==> src/rtl/tdes_ctrl.sv <==
// Triple-DES EDE sequencer: one block in flight, three passes through a shared DES core.
// Latency passes*(DES_LATENCY+1)+1 cycles to valid_o. Result held until ready_i; accept_o low while busy.
module tdes_ctrl #(
    parameter int DES_LATENCY = 19
) (
    input  logic         clk_i,
    input  logic         reset_i,
    input  logic         mode_i,
    input  logic         tdes_en_i,
    input  logic [0:191] key_i,
    input  logic [0:63]  data_i,
    input  logic         valid_i,
    output logic         accept_o,
    output logic [0:63]  data_o,
    output logic         valid_o,
    input  logic         ready_i,
    output logic         busy_o,
    output logic         err_o,
    output logic         des_mode_o,
    output logic [0:63]  des_key_o,
    output logic [0:63]  des_data_o,
    output logic         des_valid_o,
    input  logic [0:63]  des_data_i,
    input  logic         des_valid_i
);
    localparam int CW = $clog2(DES_LATENCY + 1);

    typedef enum logic [1:0] {IDLE, ISSUE, WAIT, DONE} state_t;

    typedef struct packed {
        logic        mode;
        logic [0:63] key;
    } pass_cfg_t;

    // EDE schedule: middle pass flips direction; decrypt walks the keys k3,k2,k1.
    function automatic pass_cfg_t pass_cfg(input logic [0:191] key, input logic dec,
                                           input logic tdes, input logic [1:0] p);
        pass_cfg_t c;
        if (!tdes) begin
            c.mode = dec;
            c.key  = key[0:63];
        end else begin
            c.mode = dec ^ (p == 2'd2);
            if (p == 2'd2)
                c.key = key[64:127];
            else if ((p == 2'd1) ^ dec)
                c.key = key[0:63];
            else
                c.key = key[128:191];
        end
        return c;
    endfunction

    state_t          state_q;
    logic [0:191]    key_q;
    logic            mode_q;
    logic            tdes_q;
    logic [1:0]      pass_q;
    logic [CW-1:0]   cnt_q;
    pass_cfg_t       cfg_first;
    pass_cfg_t       cfg_next;
    logic            last_pass;
    logic            lat_ok;
    logic            lat_over;

    assign cfg_first = pass_cfg(key_i, mode_i, tdes_en_i, 2'd1);
    assign cfg_next  = pass_cfg(key_q, mode_q, tdes_q, pass_q + 2'd1);
    assign last_pass = !tdes_q || (pass_q == 2'd3);
    assign lat_ok    = (cnt_q == CW'(DES_LATENCY - 1));
    assign lat_over  = (cnt_q == CW'(DES_LATENCY));

    always_ff @(posedge clk_i or negedge reset_i) begin
        if (!reset_i) begin
            state_q     <= IDLE;
            key_q       <= '0;
            mode_q      <= 1'b0;
            tdes_q      <= 1'b0;
            pass_q      <= 2'd0;
            cnt_q       <= '0;
            accept_o    <= 1'b1;
            data_o      <= '0;
            valid_o     <= 1'b0;
            busy_o      <= 1'b0;
            err_o       <= 1'b0;
            des_mode_o  <= 1'b0;
            des_key_o   <= '0;
            des_data_o  <= '0;
            des_valid_o <= 1'b0;
        end else begin
            case (state_q)
                IDLE: begin
                    if (des_valid_i)
                        err_o <= 1'b1;
                    if (valid_i) begin
                        key_q       <= key_i;
                        mode_q      <= mode_i;
                        tdes_q      <= tdes_en_i;
                        pass_q      <= 2'd1;
                        des_mode_o  <= cfg_first.mode;
                        des_key_o   <= cfg_first.key;
                        des_data_o  <= data_i;
                        des_valid_o <= 1'b1;
                        accept_o    <= 1'b0;
                        busy_o      <= 1'b1;
                        state_q     <= ISSUE;
                    end
                end
                ISSUE: begin
                    des_valid_o <= 1'b0;
                    cnt_q       <= '0;
                    state_q     <= WAIT;
                end
                WAIT: begin
                    if (des_valid_i && lat_ok) begin
                        if (last_pass) begin
                            data_o  <= des_data_i;
                            valid_o <= 1'b1;
                            state_q <= DONE;
                        end else begin
                            pass_q      <= pass_q + 2'd1;
                            des_mode_o  <= cfg_next.mode;
                            des_key_o   <= cfg_next.key;
                            des_data_o  <= des_data_i;
                            des_valid_o <= 1'b1;
                            state_q     <= ISSUE;
                        end
                    end else if (des_valid_i || lat_over) begin
                        // Core out of step with us: drop the block rather than guess.
                        err_o    <= 1'b1;
                        accept_o <= 1'b1;
                        busy_o   <= 1'b0;
                        state_q  <= IDLE;
                    end else begin
                        cnt_q <= cnt_q + CW'(1);
                    end
                end
                DONE: begin
                    if (des_valid_i)
                        err_o <= 1'b1;
                    if (ready_i) begin
                        valid_o  <= 1'b0;
                        accept_o <= 1'b1;
                        busy_o   <= 1'b0;
                        state_q  <= IDLE;
                    end
                end
                default: state_q <= IDLE;
            endcase
        end
    end
endmodule

==> config.mk <==
export PLATFORM = sky130hd
export DESIGN_NAME = tdes_ctrl
export DESIGN_NICKNAME = d
export VERILOG_FILES = /design/src/rtl/tdes_ctrl.sv
export SDC_FILE = /design/constraint.sdc
export NUM_CORES = 1
export LEC_CHECK = 0
export ABC_AREA = 1
export BUFFER_PORTS_ARGS = -buffer_cell sky130_fd_sc_hd__buf_2
export CAP_MARGIN = 10
export CORE_MARGIN = 2
export CORE_UTILIZATION = 45
export CTS_CLUSTER_DIAMETER = 200
export DETAILED_ROUTE_END_ITERATION = 7
export GPL_TIMING_DRIVEN = 0
export MAX_ROUTING_LAYER = met4
export PLACE_DENSITY_LB_ADDON = 0.25
export SLEW_MARGIN = 20
export SYNTH_ARGS = -nofsm -noshare
export SYNTH_HDL_FRONTEND = slang
export SYNTH_SLANG_ARGS = --single-unit
==> constraint.sdc <==
create_clock -name clk_i -period 2.4 [get_ports clk_i]
set_input_delay 0.36 -clock clk_i [delete_from_list [all_inputs] [get_ports clk_i]]
set_output_delay 0.36 -clock clk_i [all_outputs]
set_load 0.01 [all_outputs]
Word-level counts from Yosys, hierarchy flattened:

Index checks and enable logic that the tools add are counted.

* register bits: 401
* bits of input ports: 327
* output and inout port bits: 198
* word-level logic and storage cells: 105

* $add $sub $neg: 2
* equal/unequal tests: 18
* mux-type cells: 47
* bitwise logic cells: 2
* reductions and logical operators: 21

Operators with widths (count)
* $mux W64: 10
* $pmux W64 S2: 2
* $mux W65: 1
* $mux W1: 16
* $ne A2 B2 Y1 const B: 8
* $reduce_and A4 Y1: 4
* $mux W2: 7
* $eq A5 B5 Y1 const B: 2
* $mux W5: 2
* $pmux W5 S2: 1
* $pmux W1 S3: 3
* $reduce_and A3 Y1: 3
* $eq A2 B2 Y1 const B: 4
* $pmux W2 S4: 1
* $reduce_bool A2 Y1: 4
* $pmux W1 S2: 3
* $reduce_bool A3 Y1: 2
* $add A5 B1 Y5 const B: 1
* $reduce_and A5 Y1: 1
* $eq A2 B1 Y1 const B: 2
* $pmux W2 S2: 1
* $ne A3 B3 Y1 const B: 1
* $add A2 B1 Y2 const B: 1
* $logic_not A2 Y1: 1
* other kinds (7): 9

Depth between registers and ports, before layout:

* depth in word-level cells: 9
* mapped depth: 13
* gate-level depth less buffers: 11

Worst setup path before layout:

Ideal clock, no wire load.

* path kind: register -> register
* start point: reg state_q[0]
* end point: reg data_o[17] (netlist bit)
* setup time: 0.132 ns
* data arrival time: 1.669 ns
* required time: 2.268 ns
* path slack: 0.599 ns
* stages on the path, launching flop included: 12
* buffers on the path: 4
* period minus slack after synthesis: 1.801 ns
* path through: dfrtp_1 inv_1 ha_1 buf_4 inv_2 buf_4 nor2_4 nand2_2 buf_6 buf_2 nand2_1 o21ai_0

* cells in the longest elaborated chain, start to end: 2

RTL lines
* start: declaration: RTL line 54 `state_t state_q;`
* start signal: assignment: RTL line 74 `state_q <= IDLE;`
* start signal: assignment: RTL line 105 `state_q <= ISSUE;`
* start signal: assignment: RTL line 111 `state_q <= WAIT;`
* $eq A2 B2 Y1: RTL line 90 `case (state_q)`
* $reduce_and A3 Y1 (no line)
* end signal: assignment: RTL line 116 `data_o <= des_data_i;`
* end: declaration: RTL line 14 `output logic [0:63] data_o,`

No other way between the ends.
A chain may end at the register's enable or synchronous reset.

Final worst setup path:

* start point: reg state_q[1]
* end point: reg pass_q[1]

* cells in the longest elaborated chain, start to end: 3
* elaborated cells on any way between the ends: 8
* those cells by class: 4 x eq/ne; 1 x mux; 3 x reduce/logical

RTL lines
* $eq A2 B2 Y1 or $logic_not A2 Y1 (tied branches): RTL line 90
* $ne A2 B2 Y1 (no line) or $reduce_bool A2 Y1 (tied branches)
* $reduce_and A4 Y1 (no line)
* end signal: assignment: RTL line 120 `pass_q <= pass_q + 2'd1;`
* end: declaration: RTL line 58 `logic [1:0] pass_q;`

Parallel ways exist; a longest one is shown, timed or not.

==> results.json <==
{
  "criticalPathCategory": "reg2reg",
  "yosysUniqueCellTypes": 28,
  "maxClockFrequency_ghz": 0.444,
  "cts-buffers-inserted": 44,
  "final_util_pct": 57.5,
  "vdd_ir_drop_max_uv": 676,
  "cts.clk_slew.worst_paths_ps": 60,
  "wire_per_inst_um": 19.1,
  "mapped_cell_area_mm2": 0.0195,
  "synth_edf_count": 0,
  "drtPass1Iterations": 6,
  "first_global_vias": 19000,
  "cts.htree.levels": 2,
  "grt_first_pass_wirelength_um": 106000,
  "grt.total_usage_pct": 31.7,
  "ctsRootBufferMaster": "clkbuf_16",
  "crit_path_end_kind": "register",
  "run_status": "finished, final reports clean",
  "final.setup.worst_slack_ps": 145,
  "crit_arrival_ps": 2670,
  "synth.top_cell.area_share_pct": 51.3,
  "leakagePower_nw": 13.7,
  "die-width_um": 212,
  "fin_skew_ps": 19.0,
  "num-nets-final": 3399,
  "cap_violations": 0,
  "route.vias.total": 19200,
  "tritoncts": "done",
  "timing.critical_path.slowest_cell_delay_ps": 450,
  "synth_nets": 2812,
  "rsz0062_at_grt": "true",
  "clock_tree.buffer_depth": 3,
  "ys.flop_type": "dfrtp_1",
  "drt.antenna.violating_nets": 0,
  "drive_above_1_share_pct": 24.5,
  "timing.critical_path.slowest_stage_cell": "clkbuf_1",
  "design.die.area_mm2": 0.0451,
  "worst-endpoint-required_ps": 2820,
  "dp_hpwl_um": 53000,
  "crit_path_max_fanout": 10,
  "async_reset_ff_share_pct": 100,
  "critical-path-top-cell-by-count": "inv_1",
  "via_per_inst": 5.19,
  "dp_worst_setup_slack_ps": -451,
  "synth-warning-count": 0,
  "timing.final.crit_period_ps": 2250,
  "synthesis.instances": 2474,
  "tightestPinTransition_ps": 762,
  "starting_density_of_the_core_pct": 45.4,
  "placement_rows": 76,
  "antenna_found_initial": 22,
  "grt_start_max_net_pins": 101,
  "detail_route.iter0.violations": 1558,
  "synth_top_cells_by_area": "dfrtp_1, nand2_1, nand3_1",
  "power-per-cell-area_mw_per_mm2": 1390,
  "post_dp_cell_area_mm2": 0.0230,
  "p_total_w": 0.0345,
  "synthesis.area_per_instance_um2": 7.89,
  "floorplan.core_area_mm2": 0.0430,
  "setup-violations-final": 0,
  "port_buffers": 524,
  "grt-ovfl-total": 0,
  "top_level_ports": 525,
  "final_min_period_over_clock_period_pct": 93.9,
  "ys_seq_area_share_pct": 51.4,
  "clock_sink_count": 401,
  "maxSlewViolCount": 0,
  "timing.critical_path.cells": "inv_1 > ha_1 > inv_1 > or2_2 > nand3_2 > buf_4 > clkbuf_1 > o21ai_0",
  "fin_tns_setup_ps": 0,
  "synth.ff_latch_count": 401,
  "final_hold_viols": 0,
  "final_design_area_no_fill_mm2": 0.0247,
  "finalWeightedCongestion": 0.953,
  "worstHoldPathType": "in2reg",
  "syn2layout_area_growth_pct": 26.5,
  "critical_path_source_type": "register",
  "routed_wl_um": 70800,
  "synth_top_area_cell": "dfrtp_1",
  "max-slew-margin-rel_pct": 49.2,
  "clkLatencyLatePin_ps": 580,
  "die_height_um": 212,
  "drt_drc_violations_left": 0
}
==> worst max-delay path: cells and delay by family (launching register included) <==
kind / cells / cell delay (ps)
flip-flops: 1 / 430
AO/OA/AOI/OAI: 1 / 160
adder cells (fa/ha/maj): 1 / 230
AND/OR/NAND/NOR: 2 / 490
buffers and inverters: 4 / 800
==> per-layer routing <==
layer	up-vias	GRT usage, %	routed length [um]	part of all wire, %
li1	9043	-	-	-
met1	9162	38.6	28400	40
met2	829	51.1	33500	47
met3	178	5.75	5410	7.6
met4	0	15.8	3410	4.8
met5	-	-	0	0
==> final cells by class <==
| type | instances | area (um^2) |
|---|---|---|
| multi-input cells | 1632 | 7700 |
| well taps | 585 | 732 |
| repair buffers | 543 | 2880 |
| flip-flops and latches | 401 | 10000 |
| diodes | 23 | 57.6 |
| fillers | 4117 | 18300 |
| clock inverters | 10 | 156 |
| clock buffers | 67 | 1280 |
| plain buffers | 166 | 826 |
| inverters | 273 | 1030 |
==> power by group <==
part           switching (W)  leakage, nW  total [W]  internal, W
Combinational         0.0108         8.09     0.0166      0.00573
Sequential           0.00144         4.94     0.0110      0.00954
Clock                0.00283        0.699    0.00692      0.00409
==> cell usage in the layout (no fill, tap or decap), types with 15 or more instances in the layout <==
| cell type | synthesis | routed |
|---|---|---|
| mux2_2 | 65 | 65 |
| o21ai_0 | 176 | 174 |
| buf_2 | 52 | 571 |
| buf_1 | 24 | 19 |
| a21oi_1 | 130 | 130 |
| nor2_1 | 73 | 73 |
| diode_2 | 0 | 23 |
| clkbuf_16 | 0 | 45 |
| o211ai_1 | 63 | 63 |
| dfrtp_1 | 400 | 400 |
| nand3_1 | 206 | 205 |
| clkbuf_2 | 0 | 15 |
| o21ai_1 | 25 | 26 |
| clkbuf_1 | 79 | 80 |
| nand2_1 | 870 | 869 |
| inv_1 | 270 | 269 |
==> cell usage after synthesis (3+ instances only) <==
cell type	number
inv_1	270
dfrtp_1	400
nand3_1	206
o21ai_0	176
clkbuf_1	79
o21ai_1	25
o211ai_1	63
ha_1	11
nand2_1	870
a21oi_1	130
inv_2	3
buf_1	24
buf_2	52
buf_6	11
nor2_1	73
mux2_2	65
==> stage by stage <==
| step | hold slack (ps) | instances |
|---|---|---|
| finish | 25.3 | 3700 |
| global route | 6.79 | 3698 |
| CTS | 0.0586 | 3674 |
| detailed placement | 362 | 3587 |
| global placement | 455 | 3583 |
| floorplan | 64.4 | 2474 |
==> state kept, by name, indices dropped and copies added (netlist names) <==
register / count
key_q: 192
data_o: 64
des_data_o: 64
des_key_o: 64
cnt_q: 5
pass_q: 2
state_q: 2
accept_o: 1
busy_o: 1
des_mode_o: 1
des_valid_o: 1
err_o: 1
mode_q: 1
tdes_q: 1
valid_o: 1
==> logic make-up (layout without fill, tap and decap cells) <==
kind of cell	after synthesis	count (layout)	share of synthesized area (%)
fa+ha+maj	11	11	0.705
mux	65	65	3.75
compound gates	396	396	11.0
other cells	0	23	0
flops	401	401	51.4
simple gates	1158	1158	23.8
xor+xnor	2	2	0.0898
buf+inv	441	1059	9.28
==> worst paths after layout <==
kind                                  from       endpoint  slack [ps]  cells after the start
worst max-delay path            state_q[1]      pass_q[1]         150                      8
worst min register to register  data_o[15]     data_o[15]         460                      2
worst max register to register  state_q[1]      pass_q[1]         150                      8
min in group asynchronous          reset_i  des_key_o[53]         340                      2
max in group asynchronous          reset_i       accept_o         800                      4
worst min-delay path            key_i[124]     key_q[124]          30                      2
==> repair_timing <==
item                                   4_1_cts  5_1_grt
setup buffers                                0        4
hold buffers                                11        0
setup endpoints to repair                  333      215
endpoints found under the hold margin       82        0
pin swaps                                    0        2
resized for setup                           13       36
Note: power is estimated with default switching activity, not from simulation.
